<file path="config.mk">
export PLATFORM = sky130hd
export DESIGN_NAME = register_ram_arbiter
export DESIGN_NICKNAME = d
export VERILOG_FILES = /design/src/rtl/register_ram_arbiter.sv
export SDC_FILE = /design/constraint.sdc
export NUM_CORES = 1
export LEC_CHECK = 0
export CAP_MARGIN = 20
export CORE_ASPECT_RATIO = 1.25
export CORE_MARGIN = 8
export CORE_UTILIZATION = 45
export CTS_CLUSTER_DIAMETER = 50
export DETAILED_ROUTE_END_ITERATION = 12
export PLACE_DENSITY = 0.8
export SLEW_MARGIN = 20
export SYNTH_ARGS = -nofsm -noshare
export SYNTH_HDL_FRONTEND = slang
export SYNTH_SLANG_ARGS = --single-unit
</file>
<file path="constraint.sdc">
create_clock -name clock -period 1.75 [get_ports clock]
set_input_delay 0.35 -clock clock [delete_from_list [all_inputs] [get_ports clock]]
set_output_delay 0.35 -clock clock [all_outputs]
set_load 0.02 [all_outputs]
</file>
<file path="src/rtl/register_ram_arbiter.sv">
// Two-port req/ack arbiter and clear sequencer in front of a 1-cycle synchronous register RAM.
// Accesses are serialised as IDLE -> ISSUE -> RESP; a 2**ADDR_WIDTH-cycle clear sweep runs after reset.
module register_ram_arbiter #(
    parameter int unsigned ADDR_WIDTH = 8,
    parameter int unsigned DATA_WIDTH = 8,
    parameter logic [DATA_WIDTH-1:0] CLEAR_VALUE = '0
) (
    input  logic                  clock,
    input  logic                  reset,
    input  logic                  clear_req,
    output logic                  busy,
    input  logic                  a_req,
    input  logic                  a_we,
    input  logic [ADDR_WIDTH-1:0] a_addr,
    input  logic [DATA_WIDTH-1:0] a_wdata,
    output logic                  a_ack,
    output logic [DATA_WIDTH-1:0] a_rdata,
    input  logic                  b_req,
    input  logic                  b_we,
    input  logic [ADDR_WIDTH-1:0] b_addr,
    input  logic [DATA_WIDTH-1:0] b_wdata,
    output logic                  b_ack,
    output logic [DATA_WIDTH-1:0] b_rdata,
    output logic                  ram_write_en,
    output logic [ADDR_WIDTH-1:0] ram_address,
    output logic [DATA_WIDTH-1:0] ram_data_in,
    input  logic [DATA_WIDTH-1:0] ram_data_out
);

    typedef enum logic [1:0] {StClear, StIdle, StIssue, StResp} state_e;

    localparam logic PortA = 1'b0;
    localparam logic PortB = 1'b1;

    state_e                state_q, state_d;
    logic [ADDR_WIDTH-1:0] clr_cnt_q, clr_cnt_d;
    logic                  owner_q, owner_d;
    logic                  last_grant_q, last_grant_d;
    logic                  lat_we_q, lat_we_d;
    logic [ADDR_WIDTH-1:0] lat_addr_q, lat_addr_d;
    logic [DATA_WIDTH-1:0] lat_wdata_q, lat_wdata_d;
    logic                  a_ack_q, a_ack_d, b_ack_q, b_ack_d;
    logic [DATA_WIDTH-1:0] a_rdata_q, a_rdata_d, b_rdata_q, b_rdata_d;

    logic a_elig, b_elig, grant_b;

    // A port still showing its ack holds a stale req and must not be re-granted.
    assign a_elig  = a_req && !a_ack_q;
    assign b_elig  = b_req && !b_ack_q;
    assign grant_b = b_elig && (!a_elig || (last_grant_q == PortA));

    always_comb begin
        state_d      = state_q;
        clr_cnt_d    = clr_cnt_q;
        owner_d      = owner_q;
        last_grant_d = last_grant_q;
        lat_we_d     = lat_we_q;
        lat_addr_d   = lat_addr_q;
        lat_wdata_d  = lat_wdata_q;
        a_ack_d      = 1'b0;
        b_ack_d      = 1'b0;
        a_rdata_d    = a_rdata_q;
        b_rdata_d    = b_rdata_q;
        unique case (state_q)
            StClear: begin
                clr_cnt_d = clr_cnt_q + 1'b1;
                if (clr_cnt_q == '1) state_d = StIdle;
            end
            StIdle: begin
                if (clear_req) begin
                    state_d   = StClear;
                    clr_cnt_d = '0;
                end else if (a_elig || b_elig) begin
                    owner_d      = grant_b;
                    last_grant_d = grant_b;
                    lat_we_d     = grant_b ? b_we    : a_we;
                    lat_addr_d   = grant_b ? b_addr  : a_addr;
                    lat_wdata_d  = grant_b ? b_wdata : a_wdata;
                    state_d      = StIssue;
                end
            end
            StIssue: state_d = StResp;
            StResp: begin
                // RAM output holds the pre-write contents, so write acks return old data.
                if (owner_q == PortB) begin
                    b_rdata_d = ram_data_out;
                    b_ack_d   = 1'b1;
                end else begin
                    a_rdata_d = ram_data_out;
                    a_ack_d   = 1'b1;
                end
                state_d = StIdle;
            end
            default: state_d = StClear;
        endcase
    end

    always_ff @(posedge clock or posedge reset) begin
        if (reset) begin
            state_q      <= StClear;
            clr_cnt_q    <= '0;
            owner_q      <= PortA;
            last_grant_q <= PortB;
            lat_we_q     <= 1'b0;
            lat_addr_q   <= '0;
            lat_wdata_q  <= '0;
            a_ack_q      <= 1'b0;
            b_ack_q      <= 1'b0;
            a_rdata_q    <= '0;
            b_rdata_q    <= '0;
        end else begin
            state_q      <= state_d;
            clr_cnt_q    <= clr_cnt_d;
            owner_q      <= owner_d;
            last_grant_q <= last_grant_d;
            lat_we_q     <= lat_we_d;
            lat_addr_q   <= lat_addr_d;
            lat_wdata_q  <= lat_wdata_d;
            a_ack_q      <= a_ack_d;
            b_ack_q      <= b_ack_d;
            a_rdata_q    <= a_rdata_d;
            b_rdata_q    <= b_rdata_d;
        end
    end

    always_comb begin
        ram_write_en = 1'b0;
        ram_address  = lat_addr_q;
        ram_data_in  = lat_wdata_q;
        unique case (state_q)
            StClear: begin
                ram_write_en = 1'b1;
                ram_address  = clr_cnt_q;
                ram_data_in  = CLEAR_VALUE;
            end
            StIssue: ram_write_en = lat_we_q;
            default: ;
        endcase
        if (reset) ram_write_en = 1'b0;
    end

    assign busy    = (state_q == StClear);
    assign a_ack   = a_ack_q;
    assign b_ack   = b_ack_q;
    assign a_rdata = a_rdata_q;
    assign b_rdata = b_rdata_q;

endmodule
</file>
==> metrics.md <==
| Metric | Value |
|---|---|
| Rel. slew slack | 76.4% |
| Worst path required time | ~1.4 ns |
| Count leader, synth | dfrtp_1 |
| RSZ-0062 raised after global routing | yes |
| # diodes | 0 |
| Cell Rows | 29 |
| Worst path slowest cell | dfrtp_1 |
| Htree depth | 2 |
| Port bufs | 82 |
| Final wirelength | a little over 6 mm |
| Asr flop ratio synth | 100% |
| CP Cell Sequence | inv_2, ha_4, buf_6, buf_8, nor2b_1, buf_4 |
| Slack of the critical path | -0.117 ns |
| Seq/Total Area, Yosys | about 50% |
| Initial antenna violation count | 0 |
| # nets final | between 300 and 400 |
| Root buffer cell | clkbuf_8 |
| Post-synth top area cell | dfrtp_1 |
| Worst R2R End | clr_cnt_q[7] |
| Crit Path Category | flop to output pin |
| Pre-CTS worst setup slack | -0.310 ns |
| Post-Synthesis Net Count | 255 |
| Synth Register Bits | 47 |
| Clock Sinks | 47 |
| Pin count of the biggest net entering global routing | 42 |
| VDD IR max | 0.000813 V |
| Power Density | around 1700 nW/µm² |
| Layout fillers | 370 |
| TritonCTS clock tree | yes |
| Max frequency | between 500 and 600 MHz |
| Max Cap Viol | 0 |
| Actual slew at the worst max-slew pin | ~0.35 ns |
| Via count | 1,861 |
| Die Span Y | between 90 and 100 µm |
| Synthesized area per cell | about 12 µm² |
| R2R setup slack | approximately 0.06 ns |
| Total GRT Usage | between 10% and 20% |
| Primary FF master, synth | dfrtp_1 |
| Grt ovf | 0 |
| First-pass GRT wire length | roughly 9.7 mm |
| Die footprint | roughly 7800 µm² |
| Worst-path fanout max | 12 |
| Clk buf depth | 2 |
| Gpl congestion | roughly 0.79 |
| Core Box Area | about 5100 µm² |
| Mapped Cells | 202 |
| Number of buffers created by CTS | 5 |
| Final Skew | approximately 0.0075 ns |
| Share of layout cells above drive strength 1 | a little under a third |
| Post-synth top area share | about half |
| Crit. End Element | output pin |
| Top cells by count, synth | 46 x dfrtp_1, 26 x mux2_2, 26 x nand2_1, 19 x mux2i_1, 13 x o21ai_0 |
| Lkg Pwr | between 1.5 and 2 nW |
| Clock Pin Slew Worst Setup and Hold Paths | about 0.090 ns |
| Synth Cell Area | about 2400 µm² |
| Distinct cells, synth | 30 |
| Setup violators final | 18 |
| Final Hold Slack | about 0.43 ns |
| Dpl hpwl | around 4.5 mm |
| WL/cell | around 17 µm |
| DRC errors left | 0 |
| ANT nets after route | 0 |
| Synth Warn # | 0 |
| Failing checks | negative setup slack |
| Number of global-route vias before repair | approximately 2,000 |
| EDFF count, synth | 0 |
| Io pins | 83 |
| Starting Density | between 40 and 50% |
| WP data arrival | 1.52 ns |
| DRT Pass-1 Iters | 4 |
| Final Max Slew Viols | 0 |
| Dominant cells by area after synthesis | dfrtp_1 49%, mux2_2 12%, mux2i_1 8.1% |
| Ratio of final minimum period to clock period | 107% |
| Area grow syn2layout | 55.2% |
| DRC marker count from the first detailed-route iteration | 68 |
| Reg2reg path depth | 7 |
| # hold bufs at CTS | 0 |
| Outcome | finished with violations |
| Setup TNS | -1.26 ns |
| Min Tclk post-route | about 1.9 ns |
| Final hold vios | 0 |
| Via/cell ratio | about 5.1 |
| Die Wd | 80.7 µm |
| Worst setup SP type | flop |
| Worst skew pair latency | around 0.3 ns |
| Worst reg2reg startpoint | state_q[0] |
| Max incr delay on CP | approximately 0.38 ns |
| Worst Hold Class | primary input to async pin |
==> metrics by stage <==
| step | util, % | cells | cell area (µm²) | power (mW) |
|---|---|---|---|---|
| finish | 72.0 | 367 | 3660 | 6.38 |
| global route | 72.0 | 367 | 3660 | 6.75 |
| CTS | 70.0 | 365 | 3550 | 6.23 |
| detailed placement | 66.1 | 355 | 3360 | 5.12 |
| global placement | 66.1 | 355 | 3360 | 5.03 |
| floorplan | - | 202 | 2360 | 3.69 |
==> final cells by class <==
cell class | count | area, µm² | area share [%]
timing repair buffer | 104 | 1070 | 29.2
tap | 62 | 77.6 | 2.12
clock buffer | 6 | 82.6 | 2.26
clock inverter | 2 | 35.0 | 0.958
multi-input combinational | 140 | 1190 | 32.7
inverter | 6 | 22.5 | 0.616
sequential | 47 | 1180 | 32.2
==> critical path: cells and delay by family (launching register included) <==
kind / cells / cell delay (ns)
fa+ha+maj: 1 / 0.17
flops: 1 / 0.38
simple gates: 1 / 0.15
buf+inv: 4 / 0.51
==> cells by family after synthesis <==
kind of cell | count (synthesis) | share of synthesized area (%)
flip-flops | 47 | 50.0
adder cells (fa/ha/maj) | 6 | 3.19
XOR/XNOR | 6 | 2.23
AO/OA/AOI/OAI | 33 | 9.08
AND/OR/NAND/NOR | 50 | 10.9
buffers and inverters | 15 | 4.14
multiplexers | 45 | 20.5
==> flip-flops by register name (all words and copies together) (netlist names) <==
name          cells
a_ack             1
a_rdata           8
b_ack             1
b_rdata           8
clr_cnt_q         8
last_grant_q      1
lat_addr_q        8
lat_wdata_q       8
lat_we_q          1
owner_q           1
state_q           2
==> worst max-delay path by stage <==
stage                     endpoint  slack, ns       start
finish              ram_data_in[6]      -0.12  state_q[0]
global route        ram_data_in[6]      -0.17  state_q[0]
CTS                 ram_address[5]      -0.10  state_q[1]
detailed placement  ram_address[5]      -0.31  state_q[0]
global placement    ram_address[4]      -0.27  state_q[0]
floorplan           ram_address[0]       0.03  state_q[0]
==> power by group <==
group | leakage [nW] | internal, mW | switching [mW]
registers | 0.583 | 1.55 | 0.280
clock network | 0.0612 | 0.462 | 0.361
logic | 1.00 | 1.98 | 1.74
total | 1.65 | 4.00 | 2.38
==> cell usage in the layout, fill, tap and decap left out, drive strengths merged <==
cell           synthesis  routed
dlygate4sd2            0       1
a21oi                  3       3
o21ai                 22      22
a211oi                 2       2
nor2                   4       4
o22ai                  3       3
xnor2                  5       5
mux2i                 19      19
o41ai                  1       1
clkdlybuf4s50          0      64
nor3                   1       1
nand2                 26      26
nor2b                 11      11
clkinv                 0       1
bufinv                 0       1
dfrtp                 46      46
a22o                   1       1
mux2                  26      26
xor2                   1       1
ha                     6       6
nand2b                 2       2
clkbuf                 0       7
a21boi                 1       1
or3                    1       1
and2                   1       1
buf                    9      38
inv                    6       6
nand4                  2       2
nand3                  2       2
dfstp                  1       1
==> metal layers <==
metal  up-vias  track usage (%)  share of wire [%]
met4         0             7.03                2.9
met5         -                0                  0
met1       905             18.2                 39
met3        12             3.80                4.5
met2        44             25.9                 54
li1        900                -                  -
==> what timing repair did <==
action / CTS / global route
gates resized for setup: 114 / 15
cloned: 0 / 1
endpoints found under the setup margin: 20 / 31
buffers inserted: 2 / 1
pin swaps: 2 / 1
Note: power is estimated with default switching activity, not from simulation.
